--- config.mk ---
export PLATFORM = sky130hd
export DESIGN_NAME = ysyx_25050141_mem_arbiter
export DESIGN_NICKNAME = d
export VERILOG_FILES = /design/src/rtl/ysyx_25050141_mem_arbiter.sv
export SDC_FILE = /design/constraint.sdc
export NUM_CORES = 1
export LEC_CHECK = 0
export BUFFER_PORTS_ARGS = -buffer_cell sky130_fd_sc_hd__buf_2
export CAP_MARGIN = 20
export CORE_UTILIZATION = 50
export DETAILED_ROUTE_END_ITERATION = 8
export PLACE_DENSITY = 0.86
export SLEW_MARGIN = 10
export SYNTH_ARGS = -nofsm -noshare
export SYNTH_HDL_FRONTEND = slang
export SYNTH_SLANG_ARGS = --single-unit
--- constraint.sdc ---
create_clock -name clk -period 2.7 [get_ports clk]
set_input_delay 0.405 -clock clk [delete_from_list [all_inputs] [get_ports clk]]
set_output_delay 0.405 -clock clk [all_outputs]
set_load 0.01 [all_outputs]
--- src/rtl/ysyx_25050141_mem_arbiter.sv ---
// Single-port data-memory arbiter between instruction fetch (read-only) and the memory stage.
// ME has priority; a saturating starvation counter forces an IF grant after STARVE_LIMIT ME wins.
module ysyx_25050141_mem_arbiter #(
  parameter int XLEN         = 32,
  parameter int STARVE_LIMIT = 4
) (
  input  logic            clk,
  input  logic            rst_n,
  input  logic            if_req_valid,
  output logic            if_req_ready,
  input  logic [XLEN-1:0] if_req_addr,
  output logic            if_resp_valid,
  output logic [XLEN-1:0] if_resp_data,
  input  logic            me_req_valid,
  output logic            me_req_ready,
  input  logic [XLEN-1:0] me_req_addr,
  input  logic            me_req_wen,
  input  logic [XLEN-1:0] me_req_wdata,
  input  logic [3:0]      me_req_wmask,
  output logic            me_resp_valid,
  output logic [XLEN-1:0] me_resp_data,
  output logic            mem_req_valid,
  input  logic            mem_req_ready,
  output logic [XLEN-1:0] mem_req_addr,
  output logic            mem_req_wen,
  output logic [XLEN-1:0] mem_req_wdata,
  output logic [3:0]      mem_req_wmask,
  input  logic            mem_resp_valid,
  input  logic [XLEN-1:0] mem_resp_data,
  output logic            busy
);

  localparam int CW = $clog2(STARVE_LIMIT + 1);
  localparam logic [CW-1:0] LIMIT = CW'(STARVE_LIMIT);

  typedef enum logic [1:0] {
    S_IDLE  = 2'd0,
    S_ISSUE = 2'd1,
    S_WAIT  = 2'd2,
    S_RESP  = 2'd3
  } state_e;

  state_e          state_q, state_d;
  logic            owner_me_q, owner_me_d;
  logic [CW-1:0]   starve_cnt_q, starve_cnt_d;
  logic [XLEN-1:0] addr_q, addr_d;
  logic [XLEN-1:0] wdata_q, wdata_d;
  logic            wen_q, wen_d;
  logic [3:0]      wmask_q, wmask_d;
  logic [XLEN-1:0] if_rdata_q, if_rdata_d;
  logic [XLEN-1:0] me_rdata_q, me_rdata_d;

  logic idle, if_force, me_win, if_win;

  assign idle     = (state_q == S_IDLE);
  assign if_force = if_req_valid && (starve_cnt_q == LIMIT);
  assign me_win   = me_req_valid && !if_force;
  assign if_win   = if_req_valid && !me_win;

  // rst_n gating keeps the ready outputs low while reset is asserted
  assign me_req_ready = idle && rst_n && me_win;
  assign if_req_ready = idle && rst_n && if_win;

  always_comb begin
    state_d      = state_q;
    owner_me_d   = owner_me_q;
    starve_cnt_d = starve_cnt_q;
    addr_d       = addr_q;
    wdata_d      = wdata_q;
    wen_d        = wen_q;
    wmask_d      = wmask_q;
    if_rdata_d   = if_rdata_q;
    me_rdata_d   = me_rdata_q;
    case (state_q)
      S_IDLE: begin
        if (me_req_ready) begin
          owner_me_d = 1'b1;
          addr_d     = me_req_addr;
          wen_d      = me_req_wen;
          wdata_d    = me_req_wdata;
          wmask_d    = me_req_wmask;
          state_d    = S_ISSUE;
          if (if_req_valid && (starve_cnt_q != LIMIT)) starve_cnt_d = starve_cnt_q + CW'(1);
        end else if (if_req_ready) begin
          owner_me_d   = 1'b0;
          addr_d       = if_req_addr;
          wen_d        = 1'b0;
          wdata_d      = '0;
          wmask_d      = 4'b0000;
          starve_cnt_d = '0;
          state_d      = S_ISSUE;
        end
      end
      S_ISSUE: begin
        if (mem_req_ready) state_d = S_WAIT;
      end
      S_WAIT: begin
        if (mem_resp_valid) begin
          if (owner_me_q) me_rdata_d = wen_q ? '0 : mem_resp_data;
          else            if_rdata_d = mem_resp_data;
          state_d = S_RESP;
        end
      end
      S_RESP: state_d = S_IDLE;
      default: state_d = S_IDLE;
    endcase
  end

  always_ff @(posedge clk or negedge rst_n) begin
    if (!rst_n) begin
      state_q      <= S_IDLE;
      owner_me_q   <= 1'b0;
      starve_cnt_q <= '0;
      addr_q       <= '0;
      wdata_q      <= '0;
      wen_q        <= 1'b0;
      wmask_q      <= 4'b0000;
      if_rdata_q   <= '0;
      me_rdata_q   <= '0;
    end else begin
      state_q      <= state_d;
      owner_me_q   <= owner_me_d;
      starve_cnt_q <= starve_cnt_d;
      addr_q       <= addr_d;
      wdata_q      <= wdata_d;
      wen_q        <= wen_d;
      wmask_q      <= wmask_d;
      if_rdata_q   <= if_rdata_d;
      me_rdata_q   <= me_rdata_d;
    end
  end

  assign mem_req_valid = (state_q == S_ISSUE);
  assign mem_req_addr  = addr_q;
  assign mem_req_wen   = wen_q;
  assign mem_req_wdata = wdata_q;
  assign mem_req_wmask = wmask_q;
  assign if_resp_valid = (state_q == S_RESP) && !owner_me_q;
  assign me_resp_valid = (state_q == S_RESP) && owner_me_q;
  assign if_resp_data  = if_rdata_q;
  assign me_resp_data  = me_rdata_q;
  assign busy          = !idle;

endmodule

Yosys cells after proc, flatten, opt, wreduce, memory -nomap -nowiden
Cells that the tools add are included.
W data, S select, Z words.
Cells by class
  muxes and demuxes: 18
  eq/ne operators: 9
  reduce and logical (&&, ||, !) cells: 20
  bitwise logic cells: 1
  add/subtract/negate cells: 1
Operators with widths (number)
  $mux W32: 5
  $reduce_and A3 Y1: 4
  $logic_and A1 B1 Y1: 9
  $mux W3: 3
  $mux W2: 4
  $mux W4: 2
  $pmux W2 S4: 1
  $ne A3 B3 Y1 const B: 2
  $eq A2 B2 Y1 const B: 2
  $logic_not A1 Y1: 4
  $ne A2 B1 Y1 const B: 2
  $add A3 B1 Y3 const B: 1
  $eq A3 B3 Y1 const B: 1
  $mux W1: 3
  $eq A2 B1 Y1 const B: 1
  $logic_not A2 Y1: 1
  $ne A2 B2 Y1 const B: 1
  $reduce_and A2 Y1: 1
  $reduce_bool A2 Y1: 1
  $not A1 Y1: 1
Word-level totals
  bits in registers: 139
  output and inout port bits: 139
  input bits: 139

Logic depth before layout (Yosys ltp)
  depth after elaboration: 10
  gate-level depth with buffers: 8
  depth with buffers taken out: 6

Least setup slack after synthesis
Ideal clock, no wire load.
  path type: flip-flop to output port
  from: reg state_q[0]
  to: out if_req_ready
  slack: 0.874 ns
  path buffers: 1
  data arrival time: 1.421 ns
  cell stages (with the launch flop): 6
  cell sequence: dfrtp_1 -> inv_1 -> ha_1 -> nand3_2 -> a21oi_1 -> buf_2
Between the ends
  longest elaborated chain between the ends: 3
Ends and longest elaborated chain
  start, declared: RTL line 43  | state_e state_q, state_d;
  start signal, assigned: RTL line 121  | state_q <= state_d;
  $logic_not A2 Y1: RTL line 55  | assign idle = (state_q == S_IDLE);
  $logic_and A1 B1 Y1 (2 in a row): RTL line 62  | assign if_req_ready = idle && rst_n && if_win;
  end, declared: RTL line 10  | output logic if_req_ready,
No other way between the ends.

Worst setup path after layout
  from: in rst_n
  to: out if_req_ready
Between the ends
  longest elaborated chain between the ends: 2
Ends and longest elaborated chain
  start, declared: RTL line 8  | input logic rst_n,
  $logic_and A1 B1 Y1 (2 in a row): RTL line 62
No other way between the ends.

==> metrics.csv <==
metric,value,unit
result_of_the_run,completed,
ys_types,26,
numCtsBuffers,17,
grt_util_all_layers,0.248,
setup_cp_type,input pin to output pin,
async_reset_ff_frac,1.00,
power.leakage,4.15,nW
cts.reportedPaths.clkPinSlew,0.06,ns
synth_seq_area_share,0.612,
yosys_warnings,0,
post-dp-hpwl,10700,um
timing_hold_violations_final,0,
final_nets,861,
critPathSlowestCell,dlygate4sd3_1,
worst_ep_required_time,2.30,ns
remaining_drc_errors,0,
cts_tree,done,
cts-htree-levels,4,
worstRegToRegCells,6,
grt_pass1_wl,22200,um
number_of_flip_flops_and_latches_in_the_synthesized_netlist,139,
rsz_0062_raised_after_global_routing,no,
cts_num_sinks,139,
min_period_over_period,0.909,
post-synth-top-area-cell,dfrtp_1,
average_wire_per_standard_cell,16.7,um
syn-mean-instance-area,13.1,um^2
drt_pass1_iterations,4,
clk_latency,0.40,ns
antennaDiodeCount,0,
die_area,11800,um^2
setup.worst_path.end_class,output pin,
postSynthCellCount,435,
route.vias.total,4481,
maxCapViolations,0,
cts-resized-gates,0,
floorplan.initialDensity,0.520,
number_of_buffers_added_on_ports,277,
dieHeight,109,um
achievable-frequency,0.408,GHz
final.setup_skew,0.00992,ns
total_negative_slack_for_setup_checks,0,ns
worst-slew-pin-transition,0.817,ns
max_stage_delay,0.58,ns
grt_antenna_before_repair,0,
ranking_of_synthesized_cells_by_area,"dfrtp_1 61%, mux2_2 12%, a22o_1 5.7%, nand2b_1 3.5%, mux2_1 3.2%",
grt_max_degree,69,
core_region_area,10900,um^2
drt_iter0_markers,226,
overflow_left_after_global_routing,0,
path_cells,dlygate4sd3_1 -> buf_6 -> nand3_2 -> a21oi_1 -> buf_4 -> buf_2,
min-delay-path-class,input pin to flip-flop,
vdd.ir_drop.worst,0.570,mV
fp.dieW,109,um
synth_largest_type_area_fraction,0.612,
reg2reg_to,mem_req_addr[26],
relSlewSlack,0.456,
final_common_cell,buf_2,
antenna_left,0,
number_of_flops_mapped_to_enable_cells_by_yosys,0,
reg2reg_from,state_q[0],
min_from,me_req_wdata[9],
place.gp.congestion,0.778,
detailedPlace.worstSlack,0.719,ns
timing.final.crit_period,2.45,ns
timing.critical_path.fanout_max,30,
root_buffer,clkbuf_16,
fin_ws,0.247,ns
synth_nets,581,
layout_area_growth_over_synthesis,37.4,%
start_kind,input pin,
endpoint,if_req_ready,
dominantRegCellSynth,dfrtp_1,
worstSetupStartpoint,rst_n,
arrival,2.05,ns
ctsLongestPathBuffers,2,
slew_violations,0,
synth.cell_area,5690,um^2
setup-violations-final,0,
share_of_layout_cells_above_drive_strength_1,0.523,
route.detailed.vias_per_inst,5.17,
grt_pass1_vias,4581,
pwr_density_cell,1170,nW/um^2
final_cell_mix,"276 x buf_2, 139 x dfrtp_1, 59 x mux2_2",
route.final.wire_length,14500,um
rrSetupSlack,0.70,ns
io_pins,278,
std_cell_rows,38,
[per-stage QoR]
| step | cells | area (um^2) | power, mW | util | hold WS, ns |
|---|---|---|---|---|---|
| after global routing | 867 | 7810 | 9.75 | 0.715 | 0.209 |
| after floorplan | 435 | 5690 | 5.46 | - | 0.109 |
| after CTS | 867 | 7810 | 9.26 | 0.715 | 0.212 |
| final | 867 | 7810 | 9.17 | 0.715 | 0.224 |
| after detailed placement | 835 | 7230 | 6.99 | 0.661 | 0.294 |
| after global placement | 835 | 7230 | 6.78 | 0.661 | 0.289 |
[registers in the layout, summed over array words and instances, names as in the netlist]
signal	count
mem_req_addr	32
mem_req_wen	1
me_resp_data	32
mem_req_wdata	32
mem_req_wmask	4
if_resp_data	32
owner_me_q	1
starve_cnt_q	3
state_q	2
[final cells by class]
type	instances	area (um^2)
multi-input cells	260	2060
well taps	140	175
fillers	764	3120
clock buffers	20	457
repair buffers	288	1490
inverters	9	33.8
flip-flops and latches	139	3480
clock inverters	11	119
[what timing repair did]
item | in CTS | in global routing
hold endpoints to repair | 24 | 0
hold buffers | 1 | 0
buffers inserted | 0 | 0
[kinds of logic (layout without fill, tap and decap cells)]
kind of cell	after synthesis	after routing	synth area share
buffers and inverters	36	328	0.0266
flip-flops	139	139	0.612
adder cells (fa/ha/maj)	7	7	0.0154
XOR/XNOR	1	1	0.00154
AND/OR/NAND/NOR	90	90	0.0825
AO/OA/AOI/OAI	86	86	0.112
multiplexers	76	76	0.150
[power breakdown]
group	total (mW)	switching, mW	internal (mW)
logic	3.39	1.69	1.70
clock network	2.24	0.842	1.40
registers	3.54	0.515	3.03
total	9.17	3.05	6.12
[routing by layer]
metal | track usage | vias up | part of all wire
li1 | - | 2096 | -
met1 | 0.295 | 2176 | 0.40
met2 | 0.434 | 189 | 0.52
met3 | 0.0669 | 20 | 0.071
met4 | 0.0811 | 0 | 0.013
met5 | 0 | - | 0
[cells in the mapped netlist (2+ instances only)]
library cell  count
nand4_1           2
and2_1           12
mux2_1           16
inv_1             8
nand3_1           4
a221o_1          11
a22o_1           37
o21ai_0          34
nand2b_1         32
clkbuf_1         14
nor2_1            3
dfrtp_1         139
nand2_1          34
ha_1              7
buf_2            13
mux2_2           59
[worst min path at each step]
| stage | to | cells after the start |
|---|---|---|
| 2_1_floorplan | if_resp_data[0] | 0 |
| 3_3_place_gp | starve_cnt_q[2] | 1 |
| 3_5_place_dp | starve_cnt_q[0] | 1 |
| 4_1_cts | mem_req_wdata[9] | 2 |
| 5_1_grt | mem_req_addr[20] | 2 |
| 6_report | mem_req_wdata[9] | 2 |
[critical path: cells and delay by family]
| family | cells | cell delay, ns |
|---|---|---|
| AO/OA/AOI/OAI | 1 | 0.26 |
| buffers and inverters | 4 | 1.26 |
| AND/OR/NAND/NOR | 1 | 0.12 |
Note: power is estimated with default switching activity, not from simulation.
